===== config.mk =====
export PLATFORM = sky130hd
export DESIGN_NAME = fp_vec_sub_seq
export DESIGN_NICKNAME = d
export VERILOG_FILES = /design/src/rtl/fp_seq_pkg.sv /design/src/rtl/fp_seq_inflight_ctr.sv /design/src/rtl/fp_vec_sub_seq.sv
export SDC_FILE = /design/constraint.sdc
export NUM_CORES = 1
export LEC_CHECK = 0
export BUFFER_PORTS_ARGS = -buffer_cell sky130_fd_sc_hd__buf_2
export CORE_AREA = 3 3 171 173
export CTS_CLUSTER_DIAMETER = 100
export DETAILED_ROUTE_END_ITERATION = 6
export DIE_AREA = 0 0 174 176
export REMOVE_ABC_BUFFERS = 1
export SLEW_MARGIN = 40
export SYNTH_ARGS = -nofsm -noshare
export SYNTH_HDL_FRONTEND = slang
export SYNTH_SLANG_ARGS = --single-unit

===== constraint.sdc =====
create_clock -name clk -period 7.55 [get_ports clk]
set_clock_uncertainty 0.1 [all_clocks]
set_input_delay 0.755 -clock clk [delete_from_list [all_inputs] [get_ports clk]]
set_output_delay 0.755 -clock clk [all_outputs]
set_load 0.02 [all_outputs]

===== src/rtl/fp_seq_pkg.sv =====
`default_nettype none
// ============================================================================
//  Module   : fp_seq_pkg
//  Purpose  : Shared types and constants for the fp_vec_sub_seq sequencer.
//  Revision : 1.0  initial release
// ============================================================================
package fp_seq_pkg;

   localparam int DW_DEF       = 64;
   localparam int VLEN_MAX_DEF = 16;

   // Cycles after reset during which an unexpected finish is tolerated,
   // so that results from an aborted job cannot raise the sticky error.
   localparam int GATE_CYCLES  = 64;

   localparam logic [63:0] FP_ZERO = 64'h0000_0000_0000_0000;
   localparam logic [63:0] FP_ONE  = 64'h3FF0_0000_0000_0000;

   typedef enum logic [2:0] {
      ST_IDLE  = 3'd0,
      ST_FETCH = 3'd1,
      ST_LOAD  = 3'd2,
      ST_ISSUE = 3'd3,
      ST_DRAIN = 3'd4,
      ST_DONE  = 3'd5
   } state_t;

endpackage
`default_nettype wire


===== src/rtl/fp_seq_inflight_ctr.sv =====
`default_nettype none
// ============================================================================
//  Module   : fp_seq_inflight_ctr
//  Purpose  : Issue/return counters, in-flight limit and spurious-finish
//             detection for the vector subtract sequencer.
//  Revision : 1.0  initial release
// ============================================================================
module fp_seq_inflight_ctr
   import fp_seq_pkg::*;
#(
   parameter int IDXW         = 4,
   parameter int MAX_INFLIGHT = 8
) (
   input  logic          clk,
   input  logic          rst_n,
   input  logic          clr,
   input  logic          issue,
   input  logic          finish,
   output logic [IDXW:0] iss_cnt,
   output logic [IDXW:0] ret_cnt,
   output logic          can_issue,
   output logic          fin_ok,
   output logic          err_spurious
);

   localparam int             CW    = IDXW + 1;
   localparam logic [CW-1:0]  MAX_C = CW'(MAX_INFLIGHT);

   logic [CW-1:0] inflight;
   logic [6:0]    gate_cnt;
   logic          armed;

   assign inflight  = iss_cnt - ret_cnt;
   assign can_issue = (inflight < MAX_C);
   // A finish only counts as a result when something is outstanding.
   assign fin_ok    = finish && (inflight != '0);
   assign armed     = (gate_cnt == 7'(GATE_CYCLES));

   // Issue and return counters; both may step in the same cycle.
   always_ff @(posedge clk or negedge rst_n) begin
      if (!rst_n) begin
         iss_cnt <= '0;
         ret_cnt <= '0;
      end else if (clr) begin
         iss_cnt <= '0;
         ret_cnt <= '0;
      end else begin
         if (issue)  iss_cnt <= iss_cnt + CW'(1);
         if (fin_ok) ret_cnt <= ret_cnt + CW'(1);
      end
   end

   // Post-reset window counter that arms the spurious-finish check.
   always_ff @(posedge clk or negedge rst_n) begin
      if (!rst_n)      gate_cnt <= '0;
      else if (!armed) gate_cnt <= gate_cnt + 7'd1;
   end

   // Sticky error on a finish with nothing in flight once armed.
   always_ff @(posedge clk or negedge rst_n) begin
      if (!rst_n)                                    err_spurious <= 1'b0;
      else if (finish && (inflight == '0) && armed)  err_spurious <= 1'b1;
   end

endmodule
`default_nettype wire


===== src/rtl/fp_vec_sub_seq.sv =====
`default_nettype none
// ============================================================================
//  Module   : fp_vec_sub_seq
//  Purpose  : Element-wise vector subtract sequencer r[i] = a[i] - b[i],
//             feeding the fp_suber wrapper and collecting in-order results.
//  Options  : FP_VEC_SUB_PERF_EN enables the perf_cycles job-length counter.
//  Revision : 1.0  initial release
// ============================================================================
module fp_vec_sub_seq
   import fp_seq_pkg::*;
#(
   parameter int DW           = DW_DEF,
   parameter int VLEN_MAX     = VLEN_MAX_DEF,
   parameter int IDXW         = $clog2(VLEN_MAX),
   parameter int MAX_INFLIGHT = 8
) (
   input  logic            clk,
   input  logic            rst_n,
   input  logic            start,
   input  logic [IDXW:0]   len,
   output logic            busy,
   output logic            done,
   output logic            rd_en,
   output logic [IDXW-1:0] rd_idx,
   input  logic [DW-1:0]   rd_a,
   input  logic [DW-1:0]   rd_b,
   output logic            sub_valid,
   input  logic            sub_ready,
   output logic [DW-1:0]   sub_a,
   output logic [DW-1:0]   sub_b,
   input  logic            sub_finish,
   input  logic [DW-1:0]   sub_result,
   output logic            wr_en,
   output logic [IDXW-1:0] wr_idx,
   output logic [DW-1:0]   wr_data,
   output logic            err_spurious,
   output logic [31:0]     perf_cycles
);

   localparam int            CW     = IDXW + 1;
   localparam logic [CW-1:0] VLEN_C = CW'(VLEN_MAX);

   state_t        state, state_nx;
   logic [CW-1:0] len_r, len_clamp;
   logic [CW-1:0] iss_cnt, ret_cnt, ret_next;
   logic          can_issue, fin_ok;
   logic          start_ok, job_go, hs;

   assign start_ok  = (state == ST_IDLE) && start;
   assign job_go    = start_ok && (len != '0);
   assign hs        = (state == ST_ISSUE) && sub_ready;
   assign len_clamp = (len > VLEN_C) ? VLEN_C : len;
   // Return count including a result arriving this cycle, so done can
   // follow the final write by exactly one cycle.
   assign ret_next  = ret_cnt + CW'(fin_ok);

   fp_seq_inflight_ctr #(
      .IDXW         (IDXW),
      .MAX_INFLIGHT (MAX_INFLIGHT)
   ) u_ctr (
      .clk          (clk),
      .rst_n        (rst_n),
      .clr          (job_go),
      .issue        (hs),
      .finish       (sub_finish),
      .iss_cnt      (iss_cnt),
      .ret_cnt      (ret_cnt),
      .can_issue    (can_issue),
      .fin_ok       (fin_ok),
      .err_spurious (err_spurious)
   );

   assign busy    = (state != ST_IDLE);
   assign rd_idx  = iss_cnt[IDXW-1:0];
   assign wr_en   = fin_ok;
   assign wr_idx  = ret_cnt[IDXW-1:0];
   assign wr_data = fin_ok ? sub_result : '0;

   // State register.
   always_ff @(posedge clk or negedge rst_n) begin
      if (!rst_n) state <= ST_IDLE;
      else        state <= state_nx;
   end

   // Next-state and per-state strobes.
   always_comb begin
      state_nx  = state;
      rd_en     = 1'b0;
      sub_valid = 1'b0;
      done      = 1'b0;
      case (state)
         ST_IDLE: begin
            if (start) state_nx = (len == '0) ? ST_DONE : ST_FETCH;
         end
         ST_FETCH: begin
            if (can_issue) begin
               rd_en    = 1'b1;
               state_nx = ST_LOAD;
            end
         end
         ST_LOAD: begin
            state_nx = ST_ISSUE;
         end
         ST_ISSUE: begin
            sub_valid = 1'b1;
            if (sub_ready)
               state_nx = ((iss_cnt + CW'(1)) < len_r) ? ST_FETCH : ST_DRAIN;
         end
         ST_DRAIN: begin
            if (ret_next == len_r) state_nx = ST_DONE;
         end
         ST_DONE: begin
            done     = 1'b1;
            state_nx = ST_IDLE;
         end
         default: state_nx = ST_IDLE;
      endcase
   end

   // Length capture on an accepted non-empty start.
   always_ff @(posedge clk or negedge rst_n) begin
      if (!rst_n)      len_r <= '0;
      else if (job_go) len_r <= len_clamp;
   end

   // Operand registers, held stable through any ready backpressure.
   always_ff @(posedge clk or negedge rst_n) begin
      if (!rst_n) begin
         sub_a <= '0;
         sub_b <= '0;
      end else if (state == ST_LOAD) begin
         sub_a <= rd_a;
         sub_b <= rd_b;
      end
   end

`ifdef FP_VEC_SUB_PERF_EN
   logic [31:0] perf_r;

   // Counts busy cycles of the current job, saturating, cleared on start.
   always_ff @(posedge clk or negedge rst_n) begin
      if (!rst_n)                                  perf_r <= '0;
      else if (start_ok)                           perf_r <= '0;
      else if (busy && (perf_r != 32'hFFFF_FFFF))  perf_r <= perf_r + 32'd1;
   end

   assign perf_cycles = perf_r;
`else
   assign perf_cycles = '0;
`endif

endmodule
`default_nettype wire

# After elaboration in Yosys (flattened, before gate mapping)
# Index checks and enable logic that the tools add are counted.
# classes
mux,17
add_sub_neg,5
n_eq_ne,11
n_lt_le_gt_ge,3
reduce_logical,15
# op_table
operator,n
$mux 64,1
$mux 5,5
$mux 3,6
$pmux 3 s5,1
$add 5x1->5 const B,2
$logic_not 5->1,2
$reduce_bool 5->1,2
$ne 2x2->1 const B,4
$add 7x1->7 const B,1
$eq 7x7->1 const B,1
$eq 3x2->1 const B,2
$eq 3x3->1 const B,2
$logic_and 1x1->1,6
$add 5x1->5,1
$eq 5x5->1,1
$gt 5x5->1 const B,1
$lt 5x4->1 const B,1
$lt 5x5->1,1
$sub 5x5->5,1
$mux 1,4
$reduce_and 4->1,1
$reduce_bool 2->1,2
$eq 3x1->1 const B,1
$logic_not 3->1,1
$reduce_bool 3->1,1
# totals
regBits,154
wordCells,59
output_inout_bits,238
inputBits,202

# Longest topological paths before layout
# depth
depth_word,7
depth_mapped,13
mapped_depth_nobuf,13

# By module
# Synthesis repeated with hierarchy kept, for this count alone.
# hier_totals
cells_unflattened,559
area_unflattened_um2,7257.0
# modules_own_cells
module,seq_area_each_um2,area_each_um2,cells_each,n_inst
fp_vec_sub_seq,3403.3,6253.5,462,1
fp_seq_inflight_ctr,450.4,1003.5,97,1

# Worst setup path after synthesis
# No wires, ideal clock.
# synth_path
path_type,register to register
start,register u_ctr.ret_cnt[2]
end,register state[0]
path_buffers,0
setup_ns,0.069
path_stages_with_launch,14
slack_ns,4.492
t_arrival_ns,2.889
period_less_slack_ns,3.058
t_required_ns,7.381
cell_sequence,dfrtp_1 > inv_1 > ha_1 > and3b_1 > o211a_1 > o2111a_2 > nor2_1 > ha_1 > ha_1 > xnor2_1 > nand4_1 > nor3_1 > nand2_1 > nand3_1
# synth_via
elab_chain_cells,7
word_cells_on_any_way,9
cone_classes,add/sub (2); order compare (1); eq/ne (3); reduce/logical (3)
# synth_lines
element,line,source
"start, declared",fp_seq_inflight_ctr.sv:20,"output logic [IDXW:0] ret_cnt,"
"start signal, assigned",fp_seq_inflight_ctr.sv:49,if (fin_ok) ret_cnt <= ret_cnt + CW'(1);
$sub 5x5->5,fp_seq_inflight_ctr.sv:33,assign inflight = iss_cnt - ret_cnt;
$reduce_bool 5->1,fp_seq_inflight_ctr.sv:36,assign fin_ok = finish && (inflight != '0);
$logic_and 1x1->1,fp_seq_inflight_ctr.sv:36,
via wr_en,fp_vec_sub_seq.sv:33,"output logic wr_en,"
$add 5x1->5,fp_vec_sub_seq.sv:55,assign ret_next = ret_cnt + CW'(fin_ok);
$eq 5x5->1,fp_vec_sub_seq.sv:110,if (ret_next == len_r) state_nx = ST_DONE;
$ne 2x2->1 (no line),n/a,
$reduce_and 4->1 (no line),n/a,
"end signal, assigned",fp_vec_sub_seq.sv:82,else state <= state_nx;
"end, declared",fp_vec_sub_seq.sv:43,"state_t state, state_nx;"
# The timed path passes the listed nets, and every way through them passes these cells.
# A chain may end at the register's enable or synchronous reset.

# Worst setup path in the final report
# layout_path
start,register u_ctr.ret_cnt[2]
end,output wr_data[57]
# layout_via
elab_chain_cells,4
# layout_lines
element,line,source
$sub 5x5->5,fp_seq_inflight_ctr.sv:33,
$reduce_bool 5->1,fp_seq_inflight_ctr.sv:36,
$logic_and 1x1->1,fp_seq_inflight_ctr.sv:36,
$mux 64,fp_vec_sub_seq.sv:77,assign wr_data = fin_ok ? sub_result : '0;
"end, declared",fp_vec_sub_seq.sv:35,"output logic [DW-1:0] wr_data,"
# No other way between the ends.

==> impl_metrics.tcl <==
set metrics [dict create \
    hold_path_class "in -> async" \
    setup_viol 0 \
    final_common_cell "buf_2" \
    clock_sinks 154 \
    ys_seq_area_share_pct 53.5 \
    synthFlopType "dfrtp_1" \
    drt-initial-drc-count 164 \
    grt_max_degree 86 \
    final_cell_mix "buf_2, dfrtp_1, mux2_2, and3_1, conb_1" \
    power_frac_clock_pct 18.6 \
    pwr-share-seq_pct 31.1 \
    slew_viol_final 0 \
    gp_congestion 0.805 \
    die_w_microns 174 \
    period_needed_ns 3.84 \
    numPortBuffers 407 \
    setup-tns-final_ns 0 \
    status "finished, final reports clean" \
    clk_latency_ns 0.41 \
    fill_cells 2873 \
    first_pass_iters 6 \
    irDropWorstVdd_mv 0.182 \
    muxShareOfSynthArea_pct 20.4 \
    startpoint "u_ctr.ret_cnt[2]" \
    start_util_pct 25.9 \
    synth_compound_area_share_pct 3.01 \
    synth_top_family_by_area "multiplexers" \
    drc 0 \
    die_area_sq_um 30600 \
    cts_max_level 4 \
    core-area_sq_um 27800 \
    nNetsFinal 1171 \
    synthAdderAreaFrac_pct 2.43 \
    cp-end-kind "primary output" \
    design_area_sq_um 10000 \
    holdWs_ns 0.274 \
    grt_usage_pct 13.8 \
    dieHeight_microns 176 \
    postCtsSetupBuffers 0 \
    synth-async-reset-ratio_pct 100 \
    synth.largest_area_cell "dfrtp_1" \
    synth_area_sq_um 7200 \
    internal_power_mw 2.61 \
    cp-start-kind "register" \
    grt_overflow 0 \
    powerDensity_nw_per_um2 455 \
    drive_above_1_share_pct 59.6 \
    cts_tree "built" \
    wl_mm 21.5 \
    syn_avg_cell_area_sq_um 12.7 \
    max_freq_mhz 260 \
    synth_cell_type_count 42 \
    path_clk_slew_ns 0.07 \
    dpl_cell_area_sq_um 9410 \
    cp.arrival_ns 2.98 \
    crit_type "reg -> out" \
    path_max_fanout 37 \
    yosysWarnings 0 \
    wl_per_cell_microns 16.0 \
    hold_buffers 0 \
    grt_pass1_wl_mm 33.2 \
    reg2reg_from "u_ctr.ret_cnt[2]" \
    synth_xor_area_share_pct 2.62 \
    rsz0062_at_grt "no" \
    hpwlAfterDp_mm 17.0 \
    num_vias 5707 \
    rows 61 \
    cts_resized 0 \
    root_buffer "clkbuf_16" \
    tightest_slew_ns 0.760 \
    synthCells 566 \
    grt_pass1_vias 5983 \
    postRouteAntennaNets 0 \
    switching_power_mw 1.95 \
    p_sw_share_pct 42.7 \
    yosys.area_share.simple_pct 10.6 \
    synth_edf_count 0 \
    avgViaCountPerCell 4.23 \
    synth_area_leaders "dfrtp_1, mux2_2, and3_1, buf_4, ha_1" \
    antenna_found_initial 4 \
    yosysTopAreaCellShare_pct 53.5 \
    p_leak_nw 5.18 \
    slew_headroom_pct 49.3 \
    power.share.combinational_pct 50.3 \
    cp.required_ns 6.69 \
    clk_path_buf_depth 2 \
    io-pin-count 440 \
    cts_buffers 17 \
    area_growth_pct 39.0 \
    final_hold_viol_count 0 \
    cap_viol_max_count 0 \
    fin_crit_sh_pct 50.9 \
    finalPower_mw 4.56 \
    ys_ff_latch 154 \
    final_core_util_pct 36.0 \
]
## path summary, 6_finish.rpt
path                                      to  slack [ns]  cells after the start
max in group asynchronous          sub_b[20]        5.90                      2
min in group clk           u_ctr.gate_cnt[6]        0.37                      1
setup reg to reg                    state[0]        4.32                     13
setup / recovery                 wr_data[57]        3.71                      8
hold / removal                     sub_b[12]        0.27                      1
hold reg to reg            u_ctr.gate_cnt[6]        0.37                      1
## worst max-delay path: stages, from the launching register on
cell,delay [ns]
dfrtp_1,0.47
inv_1,0.09
ha_1,0.33
and3b_1,0.22
o211a_1,0.29
o2111ai_4,0.54
buf_8,0.26
and3_1,0.19
buf_2,0.17
## power by group through the flow
stage	registers, mW	clock network [mW]	logic (mW)
finish	1.42	0.848	2.29
global route	1.49	0.916	2.48
CTS	1.43	0.885	2.34
detailed placement	1.44	0	2.34
global placement	1.42	0	2.30
floorplan	1.89	0	1.07
## cell usage after synthesis (2+ instances only)
master    instances
nor4_1            2
nand2_1          15
o211a_1           2
clkbuf_1         12
or3_1             2
xnor2_1          15
xor2_1            4
nand3b_1          4
nand4_1           2
a31o_2            2
o21ai_0          11
nor3b_1           3
buf_6             6
nand2b_1          2
nor2b_1           3
o211ai_1          4
mux2i_1           2
nor2_1            8
and2_1            2
dfrtp_1         154
a21oi_1           6
ha_1             14
buf_4            41
inv_1            13
buf_2            12
and3_1           67
mux2_2          129
or4_1             2
nor3_1            3
and3b_1           2
nand3_1          11
## registers in the layout (all words and copies together), names as in the netlist
signal / flops
state: 3
len_r: 5
u_ctr.gate_cnt: 7
u_ctr.iss_cnt: 5
u_ctr.err_spurious: 1
sub_a: 64
u_ctr.ret_cnt: 5
sub_b: 64
## stage by stage
step / worst slack [ns] / cells
after floorplan: 3.24 / 526
after global placement: 4.06 / 1313
after detailed placement: 4.12 / 1314
after CTS: 3.66 / 1346
after global routing: 3.49 / 1346
final: 3.71 / 1348
## area by class of cell
cell class	count	area (sq um)	share of cell area, %
repair buffers	410	2090	20.8
well taps	378	473	4.72
multi-input cells	359	2960	29.5
diodes	2	5.00	0.0500
flip-flops and latches	154	3850	38.5
clock inverters	14	150	1.50
clock buffers	18	439	4.39
inverters	13	48.8	0.487
## kinds of logic (layout without fill, tap and decap cells)
kind of cell,after synthesis,count (layout)
AO/OA/AOI/OAI,33,33
XOR/XNOR,20,20
adder cells (fa/ha/maj),14,14
buffers and inverters,84,455
flip-flops,154,154
multiplexers,131,131
other,1,34
AND/OR/NAND/NOR,129,129
## layer usage
layer	routed length, microns	share of wire (%)	global-route usage (%)	vias up
li1	-	-	-	2703
met1	8190	38	15.3	2715
met2	11200	52	25.0	274
met3	1920	8.9	4.97	13
met4	242	1.1	3.72	2
met5	12	0.056	0	-
Note: power is estimated with default switching activity, not from simulation.
